## src/rtl/cpu_pkg.sv

```systemverilog
// Shared definitions for the 12-bit core sequencer: field positions, opcodes, FSM states.
package cpu_pkg;

   localparam int unsigned IR_W    = 12;
   localparam int unsigned OP_W    = 3;
   localparam int unsigned REG_W   = 3;
   localparam int unsigned IMM_W   = 8;

   localparam int unsigned OP_LSB  = 0;
   localparam int unsigned OP_MSB  = 2;
   localparam int unsigned D_LSB   = 3;
   localparam int unsigned D_MSB   = 5;
   localparam int unsigned S1_LSB  = 6;
   localparam int unsigned S1_MSB  = 8;
   localparam int unsigned S2_LSB  = 9;
   localparam int unsigned S2_MSB  = 11;
   localparam int unsigned IMM_LSB = 4;
   localparam int unsigned IMM_MSB = 11;

   localparam logic [OP_W-1:0] OP_LOAD  = 3'b011;
   localparam logic [OP_W-1:0] OP_STORE = 3'b101;
   localparam logic [OP_W-1:0] OP_JUMP  = 3'b110;
   localparam logic [OP_W-1:0] OP_HALT  = 3'b111;

   typedef enum logic [2:0] {
      ST_IDLE   = 3'd0,
      ST_FETCH  = 3'd1,
      ST_DECODE = 3'd2,
      ST_EXEC   = 3'd3,
      ST_MEM    = 3'd4,
      ST_WB     = 3'd5
   } state_t;

   // Loads and stores are the only opcodes that touch data memory.
   function automatic logic is_mem_op(input logic [OP_W-1:0] op);
      return (op == OP_LOAD) || (op == OP_STORE);
   endfunction

endpackage

```

## src/rtl/ir_fields.sv

```systemverilog
// Combinational split of the instruction register into fields plus opcode class.
module ir_fields
   import cpu_pkg::*;
(
   input  logic [IR_W-1:0]  ir,
   output logic [OP_W-1:0]  op,
   output logic [REG_W-1:0] d,
   output logic [REG_W-1:0] s1,
   output logic [REG_W-1:0] s2,
   output logic [IMM_W-1:0] imm,
   output logic             is_alu,
   output logic             is_mem,
   output logic             is_jump
);

   // Field slices; imm overlaps d/s1/s2 by design of the encoding.
   assign op  = ir[OP_MSB:OP_LSB];
   assign d   = ir[D_MSB:D_LSB];
   assign s1  = ir[S1_MSB:S1_LSB];
   assign s2  = ir[S2_MSB:S2_LSB];
   assign imm = ir[IMM_MSB:IMM_LSB];

   // Opcode classes; HALT is the only opcode in none of them.
   assign is_mem  = is_mem_op(op);
   assign is_jump = (op == OP_JUMP);
   assign is_alu  = !is_mem && !is_jump && (op != OP_HALT);

endmodule

```

## src/rtl/instr_sequencer.sv

```systemverilog
// Multi-cycle fetch/decode/execute/memory/writeback sequencer for the 12-bit core.
module instr_sequencer
   import cpu_pkg::*;
#(
   parameter int unsigned PC_W     = 8,
   parameter int unsigned INS_W    = 12,
   parameter int unsigned RESET_PC = 0,
   parameter int unsigned CNT_W    = 16
)
(
   input  logic              clk,
   input  logic              rst,
   input  logic              start,
   output logic              busy,
   output logic              halted,
   output logic              imem_req,
   output logic [PC_W-1:0]   imem_addr,
   input  logic              imem_ack,
   input  logic [INS_W-1:0]  imem_rdata,
   output logic [2:0]        op,
   output logic [2:0]        d,
   output logic [2:0]        s1,
   output logic [2:0]        s2,
   output logic [7:0]        imm,
   output logic              alu_en,
   output logic              dmem_req,
   output logic              dmem_we,
   input  logic              dmem_ack,
   output logic              rf_we,
   output logic              rf_sel_mem,
   output logic [PC_W-1:0]   pc,
   output logic [CNT_W-1:0]  retired
);

   state_t             state;
   logic [INS_W-1:0]   ir;
   logic               is_alu;
   logic               is_mem;
   logic               is_jump;

   ir_fields u_fields (
      .ir      (ir),
      .op      (op),
      .d       (d),
      .s1      (s1),
      .s2      (s2),
      .imm     (imm),
      .is_alu  (is_alu),
      .is_mem  (is_mem),
      .is_jump (is_jump)
   );

   // The fetch address is the PC register itself.
   assign imem_addr = pc;

   // FSM with PC, IR and retire counter; every output is set on entry to the
   // state that owns it, so no ack input reaches a request output combinationally.
   always_ff @(posedge clk) begin
      if (rst) begin
         state      <= ST_IDLE;
         pc         <= PC_W'(RESET_PC);
         ir         <= '0;
         retired    <= '0;
         busy       <= 1'b0;
         halted     <= 1'b0;
         imem_req   <= 1'b0;
         alu_en     <= 1'b0;
         dmem_req   <= 1'b0;
         dmem_we    <= 1'b0;
         rf_we      <= 1'b0;
         rf_sel_mem <= 1'b0;
      end else begin
         alu_en <= 1'b0;
         rf_we  <= 1'b0;
         case (state)
            ST_IDLE: begin
               if (start) begin
                  state    <= ST_FETCH;
                  halted   <= 1'b0;
                  busy     <= 1'b1;
                  imem_req <= 1'b1;
               end
            end
            ST_FETCH: begin
               if (imem_ack) begin
                  ir       <= imem_rdata;
                  pc       <= pc + PC_W'(1);
                  imem_req <= 1'b0;
                  state    <= ST_DECODE;
               end
            end
            ST_DECODE: begin
               if (is_alu) begin
                  alu_en <= 1'b1;
                  state  <= ST_EXEC;
               end else if (is_mem) begin
                  dmem_req <= 1'b1;
                  dmem_we  <= (op == OP_STORE);
                  state    <= ST_MEM;
               end else if (is_jump) begin
                  pc       <= PC_W'(imm);
                  retired  <= retired + CNT_W'(1);
                  imem_req <= 1'b1;
                  state    <= ST_FETCH;
               end else begin
                  // HALT: pc keeps the post-fetch increment.
                  retired <= retired + CNT_W'(1);
                  halted  <= 1'b1;
                  busy    <= 1'b0;
                  state   <= ST_IDLE;
               end
            end
            ST_EXEC: begin
               rf_we      <= 1'b1;
               rf_sel_mem <= 1'b0;
               state      <= ST_WB;
            end
            ST_MEM: begin
               if (dmem_ack) begin
                  dmem_req <= 1'b0;
                  dmem_we  <= 1'b0;
                  if (op == OP_STORE) begin
                     retired  <= retired + CNT_W'(1);
                     imem_req <= 1'b1;
                     state    <= ST_FETCH;
                  end else begin
                     rf_we      <= 1'b1;
                     rf_sel_mem <= 1'b1;
                     state      <= ST_WB;
                  end
               end
            end
            ST_WB: begin
               rf_sel_mem <= 1'b0;
               retired    <= retired + CNT_W'(1);
               imem_req   <= 1'b1;
               state      <= ST_FETCH;
            end
            default: begin
               state    <= ST_IDLE;
               busy     <= 1'b0;
               imem_req <= 1'b0;
               dmem_req <= 1'b0;
               dmem_we  <= 1'b0;
            end
         endcase
      end
   end

endmodule

```

## config.mk

```make
export PLATFORM = sky130hd
export DESIGN_NAME = instr_sequencer
export DESIGN_NICKNAME = d
export VERILOG_FILES = /design/src/rtl/cpu_pkg.sv /design/src/rtl/ir_fields.sv /design/src/rtl/instr_sequencer.sv
export SDC_FILE = /design/constraint.sdc
export NUM_CORES = 1
export LEC_CHECK = 0
export CAP_MARGIN = 20
export CORE_MARGIN = 2
export CORE_UTILIZATION = 42
export DETAILED_ROUTE_END_ITERATION = 16
export PLACE_DENSITY = 0.76
export SLEW_MARGIN = 30
export SYNTH_ARGS = -nofsm -noshare
export SYNTH_HDL_FRONTEND = slang
export SYNTH_SLANG_ARGS = --single-unit
```

## constraint.sdc

```tcl
create_clock -name clk -period 1.7 [get_ports clk]
set_input_delay 0.34 -clock clk [delete_from_list [all_inputs] [get_ports clk]]
set_output_delay 0.34 -clock clk [all_outputs]
set_load 0.05 [all_outputs]
```

Word-level counts from Yosys, hierarchy flattened

Cells that the tools add are included.

Bitwise gates (word level): 4
Add/sub/neg operators: 2
Mux-type cells: 49
Equality and inequality tests: 19
Reductions and logical operators: 23

Operators by type and width:

| kind                                                            | count |
|---|---|
| 16-bit 2-to-1 mux                                               | 4 |
| 16-bit case mux with 3 select lines                             | 1 |
| 8-bit 2-to-1 mux                                                | 4 |
| 1-bit 2-to-1 mux                                                | 25 |
| 5-bit AND reduction                                             | 4 |
| 3-bit 2-to-1 mux                                                | 6 |
| 3-bit case mux with 6 select lines                              | 1 |
| 16-bit by 1-bit adder with 16-bit output, second input constant | 1 |
| 2-bit != test, second input constant                            | 8 |
| 8-bit case mux with 2 select lines                              | 1 |
| 3-bit == test, second input constant                            | 4 |
| 3-bit by 2-bit == test with 1-bit output, second input constant | 3 |
| 1-bit case mux with 3 select lines                              | 3 |
| 8-bit by 1-bit adder with 8-bit output, second input constant   | 1 |
| 8-bit AND reduction                                             | 1 |
| 4-bit OR reduction                                              | 2 |
| 1-bit case mux with 2 select lines                              | 3 |
| 1-bit case mux with 6 select lines                              | 1 |
| 3-bit AND reduction                                             | 2 |
| 2-bit nonzero test                                              | 3 |
| 2-bit by 1-bit != test with 1-bit output, second input constant | 2 |
| 1-bit inverter                                                  | 4 |
| 4-bit AND reduction                                             | 1 |
| 2-bit OR reduction                                              | 2 |
| other kinds (8)                                                 | 10 |

Input port bits: 17
Logic and storage cells: 109
Output and inout bits: 60
Register bits: 47

Depth between registers and ports, before layout

Gate-level depths: netlist (run 1).

Depth after elaboration: 7
Depth in mapped cells: 8
Depth with buffers taken out: 6

Hierarchy

A second synthesis (run 1) with hierarchy kept.

Cells, all modules: 326
Area total of the unflattened synthesis: 2621.3 µm²

Modules (own cells, without submodules):

| module          | area an instance (µm²) | seq. area each (µm²) | instances | cells each |
|---|---|---|---|---|
| instr_sequencer | 2432.3                 | 940.9                | 1         | 301 |
| ir_fields       | 188.9                  | 0.0                  | 1         | 25 |

Worst setup path after synthesis (run 1)

Ideal clock, no wire load.

Path type: reg-to-reg
Start: register retired[6]
End: register retired[15]
Arrival: 1.852 ns
Buffers on the path: 0
Stages on the path, launching flop included: 6
Setup slack: -0.222 ns
Library setup time: 0.070 ns
Clock period less this slack: 1.922 ns
Cell sequence: dfxtp_1 > nand4_1 > nor3_1 > nand4_1 > or3_1 > a21oi_1

Cells in the longest elaborated chain, start to end: 4
Elaborated cells on any way between the ends: 6
Those cells by class: add/sub: 1; mux: 5

Ends and longest elaborated chain:

| element                                      | line                                          | text |
|---|---|---|
| start, declared                              | instr_sequencer.sv:32                         | `output logic [CNT_W-1:0] retired` |
| start signal, assigned                       | instr_sequencer.sv:102                        | `retired <= retired + CNT_W'(1);` |
| start signal, assigned                       | instr_sequencer.sv:107                        | `retired <= retired + CNT_W'(1);` |
| start signal, assigned                       | instr_sequencer.sv:123                        | `retired <= retired + CNT_W'(1);` |
| 16-bit by 1-bit adder with 16-bit output (*) | n/a                                           |  |
| 16-bit 2-to-1 mux (on tied branches)         | instr_sequencer.sv:122, instr_sequencer.sv:96 |  |
| 16-bit 2-to-1 mux (on tied branches)         | instr_sequencer.sv:119, instr_sequencer.sv:93 |  |
| 16-bit case mux with 3 select lines (*)      | instr_sequencer.sv:75                         | `case (state)` |

Every way passes the cells marked *; elsewhere a longest branch is shown, timed or not. The select of a mux whose other input is x is not followed.
A chain may end at the register's enable or synchronous reset.

Final worst setup path (run 1)

Start: register state[1]
End: register pc[7], in the netlist imem_addr[7]

Cells in the longest elaborated chain, start to end: 3
Elaborated cells on any way between the ends: 9
Those cells by class: eq/ne: 6; mux: 1; reduce/logical: 2

Ends and longest elaborated chain:

| element                                                                                                     | line                   | text |
|---|---|---|
| start, declared                                                                                             | instr_sequencer.sv:35  | `state_t state;` |
| start signal, assigned                                                                                      | instr_sequencer.sv:60  | `state <= ST_IDLE;` |
| start signal, assigned                                                                                      | instr_sequencer.sv:78  | `state <= ST_FETCH;` |
| start signal, assigned                                                                                      | instr_sequencer.sv:89  | `state <= ST_DECODE;` |
| 3-bit by 2-bit == test with 1-bit output / 3-bit by 1-bit == test with 1-bit output (equally long branches) | instr_sequencer.sv:75  |  |
| 2-bit by 1-bit != test with 1-bit output (no source line) (tied with other cells)                           | n/a                    |  |
| 5-bit AND reduction (no source line)                                                                        | n/a                    |  |
| end signal, assigned                                                                                        | instr_sequencer.sv:61  | `pc <= PC_W'(RESET_PC);` |
| end signal, assigned                                                                                        | instr_sequencer.sv:87  | `pc <= pc + PC_W'(1);` |
| end signal, assigned                                                                                        | instr_sequencer.sv:101 | `pc <= PC_W'(imm);` |
| end, declared                                                                                               | instr_sequencer.sv:31  | `output logic [PC_W-1:0] pc,` |

Several ways; a longest one is shown, not always the timed one.

==> results of run 1 <==
## cells by family (layout without fill, tap and decap cells)
logic type,count (synthesis),in the layout,share of synthesized area
xor+xnor,14,14,0.04922
flops,47,47,0.3777
fa+ha+maj,2,2,0.01004
simple gates,128,128,0.2557
mux,2,2,0.008036
compound gates,81,81,0.1989
buf+inv,43,117,0.1005
## cell type report
cell class / count / area [um^2]
clock buffer: 5 / 68.82
sequential: 47 / 953.4
tap: 75 / 93.84
fill: 537 / 2364
clock inverter: 3 / 15.01
multi-input combinational: 227 / 1340
timing repair buffer: 104 / 962.2
inverter: 5 / 18.77
## layer usage
layer	global-route usage	wire, um	vias up
li1	-	-	1241
met1	0.2461	2861	1151
met2	0.3033	2969	54
met3	0.04000	239	16
met4	0.07119	139	0
met5	0	0	-
## final timing paths
check | endpoint | slack [ns] | cells past startpoint | from
min | ir[3]$_SDFFE_PP0P_ | 0.47 | 2 | ir[3]$_SDFFE_PP0P_
max | imem_addr[7]$_SDFFE_PP0P_ | 0.05 | 5 | state[1]$_SDFFE_PP0P_
min reg2reg | ir[3]$_SDFFE_PP0P_ | 0.47 | 2 | ir[3]$_SDFFE_PP0P_
max reg2reg | imem_addr[7]$_SDFFE_PP0P_ | 0.05 | 5 | state[1]$_SDFFE_PP0P_
## metrics by stage
step                cell area (um^2)  hold slack, ns   TNS, ns
finish                          3452          0.4659         0
global route                    3452          0.5050  -0.01564
CTS                             3385          0.4730         0
detailed placement              3301          0.4574    -3.280
global placement                3301          0.4485    -2.652
floorplan                       2502          0.4685         0
## cell usage in the layout, fill, tap and decap left out, types with 9 or more instances in the layout
cell,instances
nand2_1,47
buf_12,11
dfxtp_1,37
clkdlybuf4s50_1,16
xnor2_1,9
nor2_1,34
buf_4,76
a21oi_1,30
dfxtp_2,10
o21ai_0,16
## sequential cells by signal, summed over array words and instances, names as in the netlist
signal and cells:
retired 16, ir 12, imem_addr 8, state 3, alu_en 1, busy 1, dmem_req 1, dmem_we 1
halted 1, imem_req 1, rf_sel_mem 1, rf_we 1
## worst max-delay path: stages, from the launching register on
cell and delay, ns:
dfxtp_1 0.38, or3b_4 0.46, o21ai_2 0.20, clkdlybuf4s15_2 0.29, nand3_1 0.09, a31oi_1 0.16
## power groups by stage
stage / clock network (uW) / logic [uW] / registers, uW
after floorplan: 0 / 274 / 1300
after detailed placement: 0 / 564 / 1210
after global placement: 0 / 555 / 1210
after global routing: 716 / 620 / 1190
final: 651 / 584 / 1180
after CTS: 669 / 565 / 1180
## timing repair
action / CTS / global route
hold endpoints to repair: 0 / 0
buffers inserted: 0 / 2
hold buffers: 0 / 0
endpoints found under the setup margin: 0 / 14
resized for setup: 0 / 11
==> flow_metrics.tcl, run 1 <==
set metrics [dict create \
    cap_violations 0 \
    layout-drive-gt1-share 0.3095 \
    drt_iter0_drc 158 \
    finalMaxSlewViolations 0 \
    grt_antenna_before_repair 0 \
    worst_pin_slew_ns 0.4029 \
    clock.fmax_mhz 606.3 \
    floorplan.rows 28 \
    clock_latency_ns 0.30 \
    ctsLongestPathBuffers 2 \
    cts-root-buf "clkbuf_8" \
    firstDrtPassIters 4 \
    instances_no_fill 466 \
    yosysTopAreaCellShare 0.3777 \
    place_congestion 0.8522 \
    grt.total_usage 0.1879 \
    syn_inst 317 \
    clkPwrFrac 0.269 \
    clock-sinks 47 \
    finalHoldViolations 0 \
    sw_frac_of_total 0.3168 \
    p_leak_uw 0.001391 \
    yosys-top-cells-area "dfxtp_1 38%, nand2_1 7.1%, a21oi_1 6.0%, buf_4 5.4%, nor2_1 5.1%" \
    criticalPathCategory "reg -> reg" \
    rsz0062_at_grt "yes" \
    start_util 0.4284 \
    wl_per_cell_um 13.32 \
    syn_to_final_growth_pct 38.57 \
    cts-htree-levels 2 \
    p_int_uw 1651 \
    fin_nets 409 \
    status "finished, final reports clean" \
    mappedNetlistArea_um2 2491 \
    setup_slack_ns 0.05060 \
    cp.arrival_ns 1.88 \
    wl_um 6209 \
    synth_common_cells "47 x dfxtp_1, 47 x nand2_1, 34 x nor2_1, 30 x a21oi_1, 18 x buf_4" \
    async_flop_share 0 \
    p_seq_frac 0.489 \
    p_switching_uw 765.6 \
    ys.flop_type "dfxtp_1" \
    peakVddDrop_mv 0.4399 \
    cts_buffers 5 \
    viasPerCell 5.283 \
    num_io_pins 77 \
    crit_fanout 5 \
    worst_hold_path_type "reg -> reg" \
    place_inst 455 \
    die_y_um 81.02 \
    grt_pass1_vias 2204 \
    yosysWarnings 0 \
    critPathRequiredTime_ns 1.93 \
    pre_cts_ws_ns -0.2886 \
    die_area_um2 6563 \
    numPortBuffers 76 \
    yosysTopAreaCell "dfxtp_1" \
    hpwlAfterDp_um 4604 \
    routed-via-count 2462 \
    grt_pass1_wl_um 9853 \
    post-route-util 0.5936 \
    die_w_um 81.02 \
    post-route-drc-count 0 \
    grt_max_degree 28 \
    critPathLaunchType "register" \
    fin_crit_ns 1.649 \
    synth_edf_count 0 \
    endpoint_kind "register" \
    fin_crit_sh 0.9702 \
    fin_total_pwr_uw 2417 \
    cts.clk_slew.worst_paths_ns 0.08 \
    ant_nets 0 \
    cts_tree "yes" \
    skew_ns 0.004192 \
    design.core.area_um2 5816 \
    relSlewSlack 0.7310 \
    synthDistinctLibCells 54 \
    globalRoute.totalOverflow 0 \
    avgSynthCellArea_um2 7.858 \
    setup_viol 0 \
    ys_seq_area_frac 0.3777 \
    ys_ff_latch 47 \
    cellPowerDensity_nw_per_um2 700.1 \
    antenna_cells 0 \
    p_comb_frac 0.242 \
    synthesis.nets 336 \
]
Note: power is estimated with default switching activity, not from simulation.
==> run 2, diff against run 1 <==
- HOLD_SLACK_MARGIN: unset -> 0.15
- SETUP_SLACK_MARGIN: unset -> 0.15
==> flow_metrics.tcl, run 2 (same netlist as run 1, synthesis figures left out) <==
set metrics [dict create \
    cpPeakStageDelay_ns 0.44 \
    ant_nets 0 \
    critPathRequiredTime_ns 1.94 \
    syn_to_final_growth_pct 40.23 \
    p_seq_frac 0.460 \
    met2_length_um 3092 \
    finalMaxSlewViolations 0 \
    grt_pass1_vias 2196 \
    grt_antenna_before_repair 0 \
    grt_pass1_wl_um 10430 \
    grt_max_degree 23 \
    p_leak_uw 0.001400 \
    crit_chain "or3b_4 > nor2_8 > nor2_2 > or3_1 > a21oi_1" \
    cts-root-buf "clkbuf_8" \
    fin_total_pwr_uw 2551 \
    final_cell_area_um2 3493 \
    grt.total_usage 0.2042 \
    peakVddDrop_mv 0.4099 \
    cellPowerDensity_nw_per_um2 730.2 \
    cap_violations 0 \
    die_w_um 81.02 \
    most-common-layout-cells "84 x buf_4, 47 x nand2_1, 34 x nor2_1" \
    sw_frac_of_total 0.3094 \
    worst_pin_slew_ns 0.3989 \
    die_area_um2 6563 \
    numPortBuffers 76 \
    maxUsedRoutingLayer "met4" \
    die_y_um 81.02 \
    antenna_cells 0 \
    setup_viol 0 \
    cts_tree "yes" \
    final_common_cell "buf_4" \
    layout-drive-gt1-share 0.3673 \
    start_util 0.4284 \
    clock.fmax_mhz 650.5 \
    cts.clk_slew.worst_paths_ns 0.09 \
    status "finished, final reports clean" \
    clkPwrFrac 0.315 \
    endpoint_kind "register" \
    criticalPathCategory "reg -> reg" \
    critPathLaunchType "register" \
    drt_iter0_drc 129 \
    place_congestion 0.8439 \
    wl_per_cell_um 14.09 \
    wl_met3_um 369 \
    p_switching_uw 789.3 \
    skew_ns 0.006049 \
    num_io_pins 77 \
    rsz0062_at_grt "yes" \
    wl_um 6582 \
    post-route-drc-count 0 \
    design.core.area_um2 5816 \
    globalRoute.totalOverflow 0 \
    cts_buffers 5 \
    hpwlAfterDp_um 4650 \
    fin_crit_sh 0.9042 \
    regMostFlops "retired" \
    placed_cell_area_um2 3238 \
    crit_fanout 8 \
    largest_reg_flops 16 \
    fin_crit_ns 1.537 \
    tns_ns 0 \
    firstDrtPassIters 4 \
    p_int_uw 1761 \
    clock_latency_ns 0.31 \
    ctsLongestPathBuffers 2 \
    viasPerCell 5.325 \
    relSlewSlack 0.7337 \
    fin_nets 410 \
    cts-htree-levels 2 \
    floorplan.rows 28 \
    cts.hold.buffers_added 0 \
    routed-via-count 2487 \
    cp.arrival_ns 1.78 \
    p_comb_frac 0.225 \
    finalHoldViolations 0 \
    clock-sinks 47 \
    worst_hold_path_type "reg -> reg" \
    crit_slowest_cell "or3b_4" \
    wl_met1_um 2952 \
]
## run 2: cell count changes in the layout (fill, tap and decap cells not counted), moves of 3 or more
cell / change
a211oi_1: -4
o21ai_0: -3
dfxtp_1: -12
buf_12: -8
buf_4: +8
dfxtp_4: +10
a211oi_2: +4
## run 2: path summary, 6_finish.rpt
path                            cells past startpoint  slack, ns                        to             startpoint
worst min-delay path                                2       0.47        ir[3]$_SDFFE_PP0P_     ir[3]$_SDFFE_PP0P_
worst min register to register                      2       0.47        ir[3]$_SDFFE_PP0P_     ir[3]$_SDFFE_PP0P_
worst max-delay path                                5       0.16  retired[15]$_SDFFE_PP0P_  state[2]$_SDFFE_PP0P_
worst max register to register                      5       0.16  retired[15]$_SDFFE_PP0P_  state[2]$_SDFFE_PP0P_
## run 2: power groups by stage
stage	logic (uW)	registers (uW)	clock network [uW]
finish	574	1170	803
global placement	536	1200	0
detailed placement	541	1200	0
floorplan	281	1290	0
global route	616	1180	860
CTS	555	1170	817
## run 2: metrics by stage
| stage | utilization | setup slack (ns) | std cells | hold slack, ns |
|---|---|---|---|---|
| after floorplan | - | 0.1146 | 317 | 0.4656 |
| after global placement | 0.5568 | -0.2260 | 455 | 0.4449 |
| after detailed placement | 0.5568 | -0.2753 | 455 | 0.4511 |
| after CTS | 0.5833 | 0.1353 | 465 | 0.4639 |
| after global routing | 0.6007 | 0.08306 | 467 | 0.4920 |
| final | 0.6007 | 0.1628 | 467 | 0.4659 |
## run 2: metal layers
metal / global-route usage / vias to the layer above
li1: - / 1238
met1: 0.2637 / 1158
met2: 0.3281 / 79
met3: 0.04333 / 12
met4: 0.08983 / 0
met5: 0 / -
## run 2: timing repair
item,in CTS,in global routing
gates resized for setup,9,20
setup buffers,1,2
gates cloned,1,0
pin swaps,5,6
setup endpoints to repair,18,22
hold endpoints to repair,0,0
## run 2: critical path: cells and delay by family (launching register included)
kind	cells	cell delay, ns
flops	1	0.38
simple gates	4	0.95
compound gates	1	0.14
## run 2: area by class of cell
class | count | area, um^2
multi-input combinational | 228 | 1414
clock buffer | 7 | 107.6
sequential | 47 | 993.5
tap | 75 | 93.84
fill | 545 | 2322
timing repair buffer | 104 | 860.8
clock inverter | 1 | 5.005
inverter | 5 | 18.77
